$ cat src/rtl/fp_divsqrt_unit.sv
// Iterative signed fixed-point divide / square-root unit with a valid/ready request and result handshake.
// Optional macro FP_DIVSQRT_SQRT_EN adds the square-root datapath; without it, sqrt requests return domain_err.
module fp_divsqrt_unit #(
  parameter int unsigned DATA_WIDTH = 32,
  parameter int unsigned FRAC_BITS  = 16
) (
  input  logic                  clk,
  input  logic                  rst_n,
  input  logic                  in_valid,
  output logic                  in_ready,
  input  logic                  op,
  input  logic [DATA_WIDTH-1:0] a,
  input  logic [DATA_WIDTH-1:0] b,
  output logic                  out_valid,
  input  logic                  out_ready,
  output logic [DATA_WIDTH-1:0] result,
  output logic                  div_by_zero,
  output logic                  overflow,
  output logic                  domain_err
);

  localparam int unsigned W     = DATA_WIDTH;
  localparam int unsigned TOT   = DATA_WIDTH + FRAC_BITS;
  localparam int unsigned HALF  = TOT / 2;
  localparam int unsigned REM_W = DATA_WIDTH + 4;
  localparam int unsigned CW    = $clog2(TOT + 1);
  localparam logic [W-1:0]   MAX_RES = {1'b0, {(W-1){1'b1}}};
  localparam logic [W-1:0]   MIN_RES = {1'b1, {(W-1){1'b0}}};
  localparam logic [TOT-1:0] NEG_MAG = TOT'(1) << (W - 1);
  localparam logic [TOT-1:0] POS_MAX = NEG_MAG - TOT'(1);

  if ((((DATA_WIDTH + FRAC_BITS) % 2) != 0) || (FRAC_BITS >= DATA_WIDTH)) begin : g_cfg_err
    $error("fp_divsqrt_unit: DATA_WIDTH+FRAC_BITS must be even and FRAC_BITS < DATA_WIDTH");
  end

  typedef enum logic [1:0] {IDLE, CALC, DONE} state_t;

  state_t           state, state_n;
  logic             op_q, op_n;
  logic             neg_q, neg_n;
  logic [W-1:0]     mag_b, mag_b_n;
  logic [TOT-1:0]   shreg, shreg_n;
  logic [TOT-1:0]   quo, quo_n;
  logic [REM_W-1:0] rem, rem_n;
  logic [CW-1:0]    cnt, cnt_n;
  logic             in_ready_n, out_valid_n, dbz_n, ovf_n, dom_n;
  logic [W-1:0]     result_n;
  logic [W-1:0]     abs_a, abs_b;
  logic [REM_W-1:0] rem_sh, divisor;
`ifdef FP_DIVSQRT_SQRT_EN
  logic [REM_W-1:0] trial;
`endif

  // State and datapath registers
  always_ff @(posedge clk or negedge rst_n) begin
    if (!rst_n) begin
      state       <= IDLE;
      op_q        <= 1'b0;
      neg_q       <= 1'b0;
      mag_b       <= '0;
      shreg       <= '0;
      quo         <= '0;
      rem         <= '0;
      cnt         <= '0;
      in_ready    <= 1'b1;
      out_valid   <= 1'b0;
      result      <= '0;
      div_by_zero <= 1'b0;
      overflow    <= 1'b0;
      domain_err  <= 1'b0;
    end else begin
      state       <= state_n;
      op_q        <= op_n;
      neg_q       <= neg_n;
      mag_b       <= mag_b_n;
      shreg       <= shreg_n;
      quo         <= quo_n;
      rem         <= rem_n;
      cnt         <= cnt_n;
      in_ready    <= in_ready_n;
      out_valid   <= out_valid_n;
      result      <= result_n;
      div_by_zero <= dbz_n;
      overflow    <= ovf_n;
      domain_err  <= dom_n;
    end
  end

  // Next-state, iteration step and result formatting
  always_comb begin
    state_n     = state;
    op_n        = op_q;
    neg_n       = neg_q;
    mag_b_n     = mag_b;
    shreg_n     = shreg;
    quo_n       = quo;
    rem_n       = rem;
    cnt_n       = cnt;
    out_valid_n = out_valid;
    result_n    = result;
    dbz_n       = div_by_zero;
    ovf_n       = overflow;
    dom_n       = domain_err;
    abs_a       = a[W-1] ? (~a + W'(1)) : a;
    abs_b       = b[W-1] ? (~b + W'(1)) : b;
    rem_sh      = '0;
    divisor     = REM_W'(mag_b);
`ifdef FP_DIVSQRT_SQRT_EN
    trial       = '0;
`endif

    case (state)
      IDLE: begin
        if (in_valid) begin
          op_n    = op;
          neg_n   = a[W-1] ^ b[W-1];
          mag_b_n = abs_b;
          quo_n   = '0;
          rem_n   = '0;
          if (!op) begin
            shreg_n = TOT'(abs_a) << FRAC_BITS;
            cnt_n   = CW'(TOT);
            if (b == '0) begin
              state_n     = DONE;
              out_valid_n = 1'b1;
              result_n    = a[W-1] ? MIN_RES : MAX_RES;
              dbz_n       = 1'b1;
              ovf_n       = 1'b1;
            end else begin
              state_n = CALC;
            end
          end else begin
`ifdef FP_DIVSQRT_SQRT_EN
            shreg_n = TOT'(a) << FRAC_BITS;
            cnt_n   = CW'(HALF);
            if (a[W-1]) begin
              state_n     = DONE;
              out_valid_n = 1'b1;
              result_n    = '0;
              dom_n       = 1'b1;
            end else begin
              state_n = CALC;
            end
`else
            state_n     = DONE;
            out_valid_n = 1'b1;
            result_n    = '0;
            dom_n       = 1'b1;
`endif
          end
        end
      end

      CALC: begin
        cnt_n = cnt - CW'(1);
        if (op_q) begin
`ifdef FP_DIVSQRT_SQRT_EN
          // Bring down two radicand bits; accept the next root bit if (4*root+1) fits
          rem_sh  = {rem[REM_W-3:0], shreg[TOT-1:TOT-2]};
          trial   = (REM_W'(quo) << 2) | REM_W'(1);
          shreg_n = shreg << 2;
          if (rem_sh >= trial) begin
            rem_n = rem_sh - trial;
            quo_n = {quo[TOT-2:0], 1'b1};
          end else begin
            rem_n = rem_sh;
            quo_n = {quo[TOT-2:0], 1'b0};
          end
`endif
        end else begin
          rem_sh  = {rem[REM_W-2:0], shreg[TOT-1]};
          shreg_n = shreg << 1;
          if (rem_sh >= divisor) begin
            rem_n = rem_sh - divisor;
            quo_n = {quo[TOT-2:0], 1'b1};
          end else begin
            rem_n = rem_sh;
            quo_n = {quo[TOT-2:0], 1'b0};
          end
        end

        if (cnt == CW'(1)) begin
          state_n     = DONE;
          out_valid_n = 1'b1;
          if (op_q) begin
`ifdef FP_DIVSQRT_SQRT_EN
            result_n = W'(quo_n);
`endif
          end else if (neg_q) begin
            if (quo_n > NEG_MAG) begin
              result_n = MIN_RES;
              ovf_n    = 1'b1;
            end else begin
              result_n = ~quo_n[W-1:0] + W'(1);
            end
          end else if (quo_n > POS_MAX) begin
            result_n = MAX_RES;
            ovf_n    = 1'b1;
          end else begin
            result_n = quo_n[W-1:0];
          end
        end
      end

      DONE: begin
        if (out_ready) begin
          state_n     = IDLE;
          out_valid_n = 1'b0;
          result_n    = '0;
          dbz_n       = 1'b0;
          ovf_n       = 1'b0;
          dom_n       = 1'b0;
        end
      end

      default: state_n = IDLE;
    endcase

    in_ready_n = (state_n == IDLE);
  end

endmodule

$ cat config.mk
export PLATFORM = sky130hd
export DESIGN_NAME = fp_divsqrt_unit
export DESIGN_NICKNAME = d
export VERILOG_FILES = /design/src/rtl/fp_divsqrt_unit.sv
export SDC_FILE = /design/constraint.sdc
export NUM_CORES = 1
export LEC_CHECK = 0
export ABC_AREA = 1
export BUFFER_PORTS_ARGS = -buffer_cell sky130_fd_sc_hd__buf_2
export CAP_MARGIN = 20
export CORE_MARGIN = 2
export CORE_UTILIZATION = 48
export CTS_BUF_LIST = sky130_fd_sc_hd__clkbuf_16
export CTS_CLUSTER_SIZE = 24
export DETAILED_ROUTE_END_ITERATION = 8
export GPL_ROUTABILITY_DRIVEN = 1
export MAX_ROUTING_LAYER = met4
export PLACE_DENSITY = 0.66
export SYNTH_ARGS = -nofsm -noshare
export SYNTH_HDL_FRONTEND = slang
export SYNTH_SLANG_ARGS = --single-unit
$ cat constraint.sdc
create_clock -name clk -period 4.3 [get_ports clk]
set_input_delay 0.86 -clock clk [delete_from_list [all_inputs] [get_ports clk]]
set_output_delay 0.86 -clock clk [all_outputs]
set_load 0.01 [all_outputs]
Word level (Yosys, flattened, before mapping)

Cells that the tools add are included.

Reductions and logical operators: 16
Multiplexer cells: 53
Add/subtract/negate cells: 5
Equality and inequality tests: 13
Bitwise logic cells: 4
Order comparisons: 3

Operator list:

| operator                                                        | count |
|---|---|
| two-way mux 32 bit                                              | 12 |
| two-way mux 48 bit                                              | 6 |
| case mux 48 bit (2 select lines)                                | 2 |
| two-way mux 35 bit                                              | 3 |
| adder 32 x 1 -> 32 bit, second input constant                   | 3 |
| inverter 32 bit                                                 | 3 |
| case mux 32 bit (3 select lines)                                | 1 |
| case mux 35 bit (2 select lines)                                | 1 |
| greater-than comparator 48 x 31 -> 1 bit, second input constant | 1 |
| greater-than comparator 48 x 32 -> 1 bit, second input constant | 1 |
| greater-or-equal comparator 36 x 32 -> 1 bit                    | 1 |
| subtractor 35 x 32 -> 35 bit                                    | 1 |
| logical NOT 32 bit                                              | 1 |
| two-way mux 1 bit                                               | 15 |
| != test 2 bit, second input constant                            | 7 |
| two-way mux 6 bit                                               | 2 |
| case mux 6 bit (2 select lines)                                 | 1 |
| two-way mux 2 bit                                               | 5 |
| AND reduction 5 bit                                             | 2 |
| != test 3 bit, second input constant                            | 3 |
| AND reduction 9 bit                                             | 1 |
| AND reduction 4 bit                                             | 2 |
| == test 6 x 1 -> 1 bit, second input constant                   | 1 |
| case mux 1 bit (3 select lines)                                 | 2 |
| other kinds (12)                                                | 17 |

Word-level logic and storage cells: 108
Input port bits: 69
Bits in registers: 210
Output and inout port bits: 37

Logic depth before layout (Yosys ltp)

Depth after elaboration: 11
Gate-level depth with buffers: 26
Mapped depth without buffers: 25

Worst setup path after synthesis

No wires, ideal clock.

Kind: register to register
Start: reg mag_b[0]
End: reg result[10]
Setup time: 0.135 ns
Arrival time: 3.195 ns
Period minus slack after synthesis: 3.331 ns
Data required time: 4.165 ns
Setup slack: 0.969 ns
Buffers on the path: 2
Cell stages (with the launch flop): 22
Cell sequence: dfrtp_1 > ha_1 > fa_1 > o21ai_2 > nand3b_1 > nand3_1 > nand2_1 > nand3_1 > nand2_2 > buf_4 > ha_1 > nand2_2 > nor2_4 > nand2_1 > nor3_4 > nand4_2 > nand2_2 > nor2_4 > clkinv_8 > buf_8 > a21oi_1 > a21oi_1

Longest elaborated chain between the ends: 11
Elaborated cells on any way between the ends: 14
Those cells by class: add/sub: 1; order compare: 3; mux: 9; bitwise: 1

Ends and longest elaborated chain:

| what                                             | RTL line | text |
|---|---|---|
| start: declaration                               | 41       | `logic [W-1:0] mag_b, mag_b_n;` |
| start signal: assignment                         | 75       | `mag_b <= mag_b_n;` |
| greater-or-equal comparator 36 x 32 -> 1 bit (*) | 173      | `if (rem_sh >= divisor) begin` |
| two-way mux 1 bit (*)                            | 173      |  |
| two-way mux 48 bit (*)                           | 156      | `if (op_q) begin` |
| two-way mux 48 bit (*)                           | 112      | `case (state)` |
| inverter 32 bit                                  | 194      | `result_n = ~quo_n[W-1:0] + W'(1);` |
| adder 32 x 1 -> 32 bit                           | 194      |  |
| two-way mux 32 bit                               | 190      | `if (quo_n > NEG_MAG) begin` |
| two-way mux 32 bit (*)                           | 189      | `end else if (neg_q) begin` |
| two-way mux 32 bit (*)                           | 185      | `if (op_q) begin` |
| two-way mux 32 bit (*)                           | 182      | `if (cnt == CW'(1)) begin` |
| case mux 32 bit (3 select lines) (*)             | 112      |  |
| end signal: assignment                           | 82       | `result <= result_n;` |
| end: declaration                                 | 16       | `output logic [DATA_WIDTH-1:0] result,` |

Mark *: on every way between the ends. The rest lies on a longest branch, timed or not. The select of a mux whose other input is x is not followed.
A chain may end at the register's enable or synchronous reset.

Worst setup path after layout

Start: reg rem[18]
End: reg result[8]

Longest elaborated chain between the ends: 11
Elaborated cells on any way between the ends: 14
Those cells by class: add/sub: 1; order compare: 3; mux: 9; bitwise: 1

Ends and longest elaborated chain:

| what                                             | RTL line | text |
|---|---|---|
| start: declaration                               | 44       | `logic [REM_W-1:0] rem, rem_n;` |
| start signal: assignment                         | 78       | `rem <= rem_n;` |
| greater-or-equal comparator 36 x 32 -> 1 bit (*) | 173      |  |
| two-way mux 1 bit (*)                            | 173      |  |
| two-way mux 48 bit (*)                           | 156      |  |
| two-way mux 48 bit (*)                           | 112      |  |
| inverter 32 bit                                  | 194      |  |
| adder 32 x 1 -> 32 bit                           | 194      |  |
| two-way mux 32 bit                               | 190      |  |
| two-way mux 32 bit (*)                           | 189      |  |
| two-way mux 32 bit (*)                           | 185      |  |
| two-way mux 32 bit (*)                           | 182      |  |
| case mux 32 bit (3 select lines) (*)             | 112      |  |

Marked as above.

==> impl_metrics.ini <==
[run_status]
outcome = complete, no violations

[logic_synthesis]
synthCells = 1956
synthMuxAreaShare_pct = 0
synthSimpleGateAreaFrac_pct = 25.3
synth-seq-cells = 194
synthFlopType = dfrtp_1
synthAdderAreaFrac_pct = 3.94
synth.distinct_cells = 65
synth_xor_xnor_area_share_pct = 4.99
synth.area.top_cells = dfrtp_1 (35%), nand2_1 (13%), inv_1 (7.4%)
synth_top_family_by_area = simple AND/OR/NAND/NOR gates
syn_area_per_cell_sq_um = 7.08
synth_compound_area_share_pct = 20.1
synth_most_common_cell = nand2_1
yosys.area.top_type = dfrtp_1
async_reset_ff_share_pct = 100
syn-cell-area_sq_um = 13900
synth_commonest_cells = nand2_1 (469), inv_1 (272), dfrtp_1 (193), nor2_1 (172), o21ai_0 (161)
synth-edff-count = 0
yosysTopAreaCellShare_pct = 34.9
syn_nets = 2068
yosys_warnings = 0
seq_area_frac_synth_pct = 35.0

[die]
coreArea_sq_um = 28500
die_area_sq_um = 30200
initial_core_util_pct = 48.5
die_w_microns = 174
io_pins = 106
rows = 62
die_h_microns = 174

[cells_and_area]
fill_cells = 2895
syn_to_final_growth_pct = 10.1
final_nets = 2141
multiInputGateArea_sq_um = 7520
fin_util_pct = 53.4
layout-drive-gt1-share_pct = 11.5
final_area_sq_um = 15200
regArea_sq_um = 4860

[clock_tree]
cts.htree.levels = 4
clock_sinks = 194
clock_latency_ns = 0.46
cts_tree = done
root_buffer = clkbuf_16
clkSlewWorstSetupHoldPaths_ns = 0.08
cts_buffers = 17
ctsResizeCount = 0
post_cts_buffers = 0
hold_buffers = 0
clock_path_buffers = 2

[sta]
slew_headroom_pct = 37.7
tightest_slew_ns = 0.933
period_share_pct = 89.3
whs_ns = 0.374
setup_tns_ns = 0
rsz0062_at_grt = false
skew_ns = 0.0198
finalSetupViolations = 0
fmax_ghz = 0.260
finalHoldViolCount = 0
layout_setup_ws_ns = 0.458
period_needed_ns = 3.84
finalMaxSlewViolations = 0

[power_and_ir_drop]
vdd_ir_drop_max_v = 0.000766
power.leakage_uw = 0.00755
pwr-share-seq_pct = 23.8
p_comb_share_pct = 63.3
power.density_nw_per_um2 = 837
p_int_uw = 6080
sw_frac_of_total_pct = 52.3
clock_power_share_pct = 12.9
power.switching_uw = 6680

[global_routing]
grt_pass1_wl_microns = 65000
antenna_found_initial = 1
grt_start_max_net_pins = 64
track_usage_pct = 27.3
grt_pass1_vias = 12707
overflow = 0

[setup_path]
crit_fanout = 19
critPathRequiredTime_ns = 4.67
end_kind = flip-flop
cp_top_family = simple AND/OR/NAND/NOR gates
cpMaxStageDelayCell = dfrtp_1
path_class = flip-flop to flip-flop
path_cells = ha_1, a21oi_1, nand2_1, a21oi_1, nand3_1, nand2_1, nand3_1, nand2_2, ha_1, nand2_2, nor2_4, nand2_1, nor3_4, nand4_2, nand2_2, nor2_4, clkinv_8, o2111ai_1, a22oi_1
cp.arrival_ns = 4.22
cp_slowest_stage_delay_ns = 0.41
path_buf_inv = 1
start_kind = flip-flop

[routing]
drt-initial-drc-count = 942
ant_nets = 0
dr.pass1.iters = 5
viasPerCell = 5.39
drcViolationCount = 0
vias = 13071
detail_route.wirelength_microns = 39400
wire_per_inst_microns = 16.2

[placed_design]
hpwl_microns = 29200
pre_cts_ws_ns = 0.534
placed_cell_area_sq_um = 14600
io_buffers = 105
place.gp.congestion = 0.961

[hold_path]
worst_hold_path_type = input pin to async pin

[flow_run]
max-cap-violations = 0
-- per-layer routing --
| metal | wire length [microns] | share of wire (%) | vias to the layer above | track usage (%) |
|---|---|---|---|---|
| li1 | - | - | 6580 | - |
| met1 | 18700 | 48 | 6119 | 37.4 |
| met2 | 18200 | 46 | 316 | 43.0 |
| met3 | 1670 | 4.2 | 56 | 3.63 |
| met4 | 742 | 1.9 | 0 | 7.07 |
| met5 | 0 | 0 | - | - |
-- kinds of logic after synthesis --
group                    after synthesis
flip-flops                           194
adder cells (fa/ha/maj)               43
buffers and inverters                355
AND/OR/NAND/NOR                      825
AO/OA/AOI/OAI                        460
XOR/XNOR                              79
-- layout make-up --
class / count / area share [%]
clock buffers: 17 / 2.79
repair buffers: 127 / 4.67
inverters: 282 / 7.02
well taps: 384 / 3.15
multi-input cells: 1407 / 49.3
flip-flops and latches: 194 / 31.9
diodes: 1 / 0.0164
clock inverters: 15 / 1.13
-- power by group through the flow --
stage / clock network (uW) / logic [uW] / registers [uW]
after floorplan: 0 / 6080 / 3000
after global routing: 1750 / 9130 / 3140
after global placement: 0 / 7970 / 3050
after detailed placement: 0 / 8000 / 3050
after CTS: 1680 / 8050 / 3030
final: 1650 / 8080 / 3030
-- state kept, by name (all words and copies together), names as in the netlist --
register / flops
rem: 35
state: 2
op_q: 1
out_valid: 1
cnt: 6
div_by_zero: 1
domain_err: 1
in_ready: 1
mag_b: 32
quo: 48
shreg: 32
overflow: 1
neg_q: 1
result: 32
-- layout by cell type, fill, tap and decap left out, types with 42 or more instances in the layout --
cell and n:
nor2_1 172, o22ai_1 47, ha_1 42, o21ai_0 161
nand2_1 468, inv_1 272, dfrtp_1 192, a21oi_1 99
nand3_1 73, xor2_1 47, buf_2 104
-- path summary, 6_finish.rpt --
kind                            from   endpoint  slack (ns)  cells past startpoint
min                            rst_n     rem[4]        0.37                      1
min in group clk           shreg[16]  shreg[16]        0.47                      2
max                          rem[18]  result[8]        0.46                     19
max reg2reg                  rem[18]  result[8]        0.46                     19
max in group asynchronous      rst_n   in_ready        2.99                      2
min reg2reg                shreg[16]  shreg[16]        0.47                      2
-- through the flow --
| stage | std cells | power [uW] |
|---|---|---|
| finish | 2427 | 12800 |
| global placement | 2394 | 11000 |
| global route | 2427 | 14000 |
| detailed placement | 2394 | 11100 |
| floorplan | 1956 | 9080 |
| CTS | 2426 | 12800 |
(Power assumes the default switching activity.)
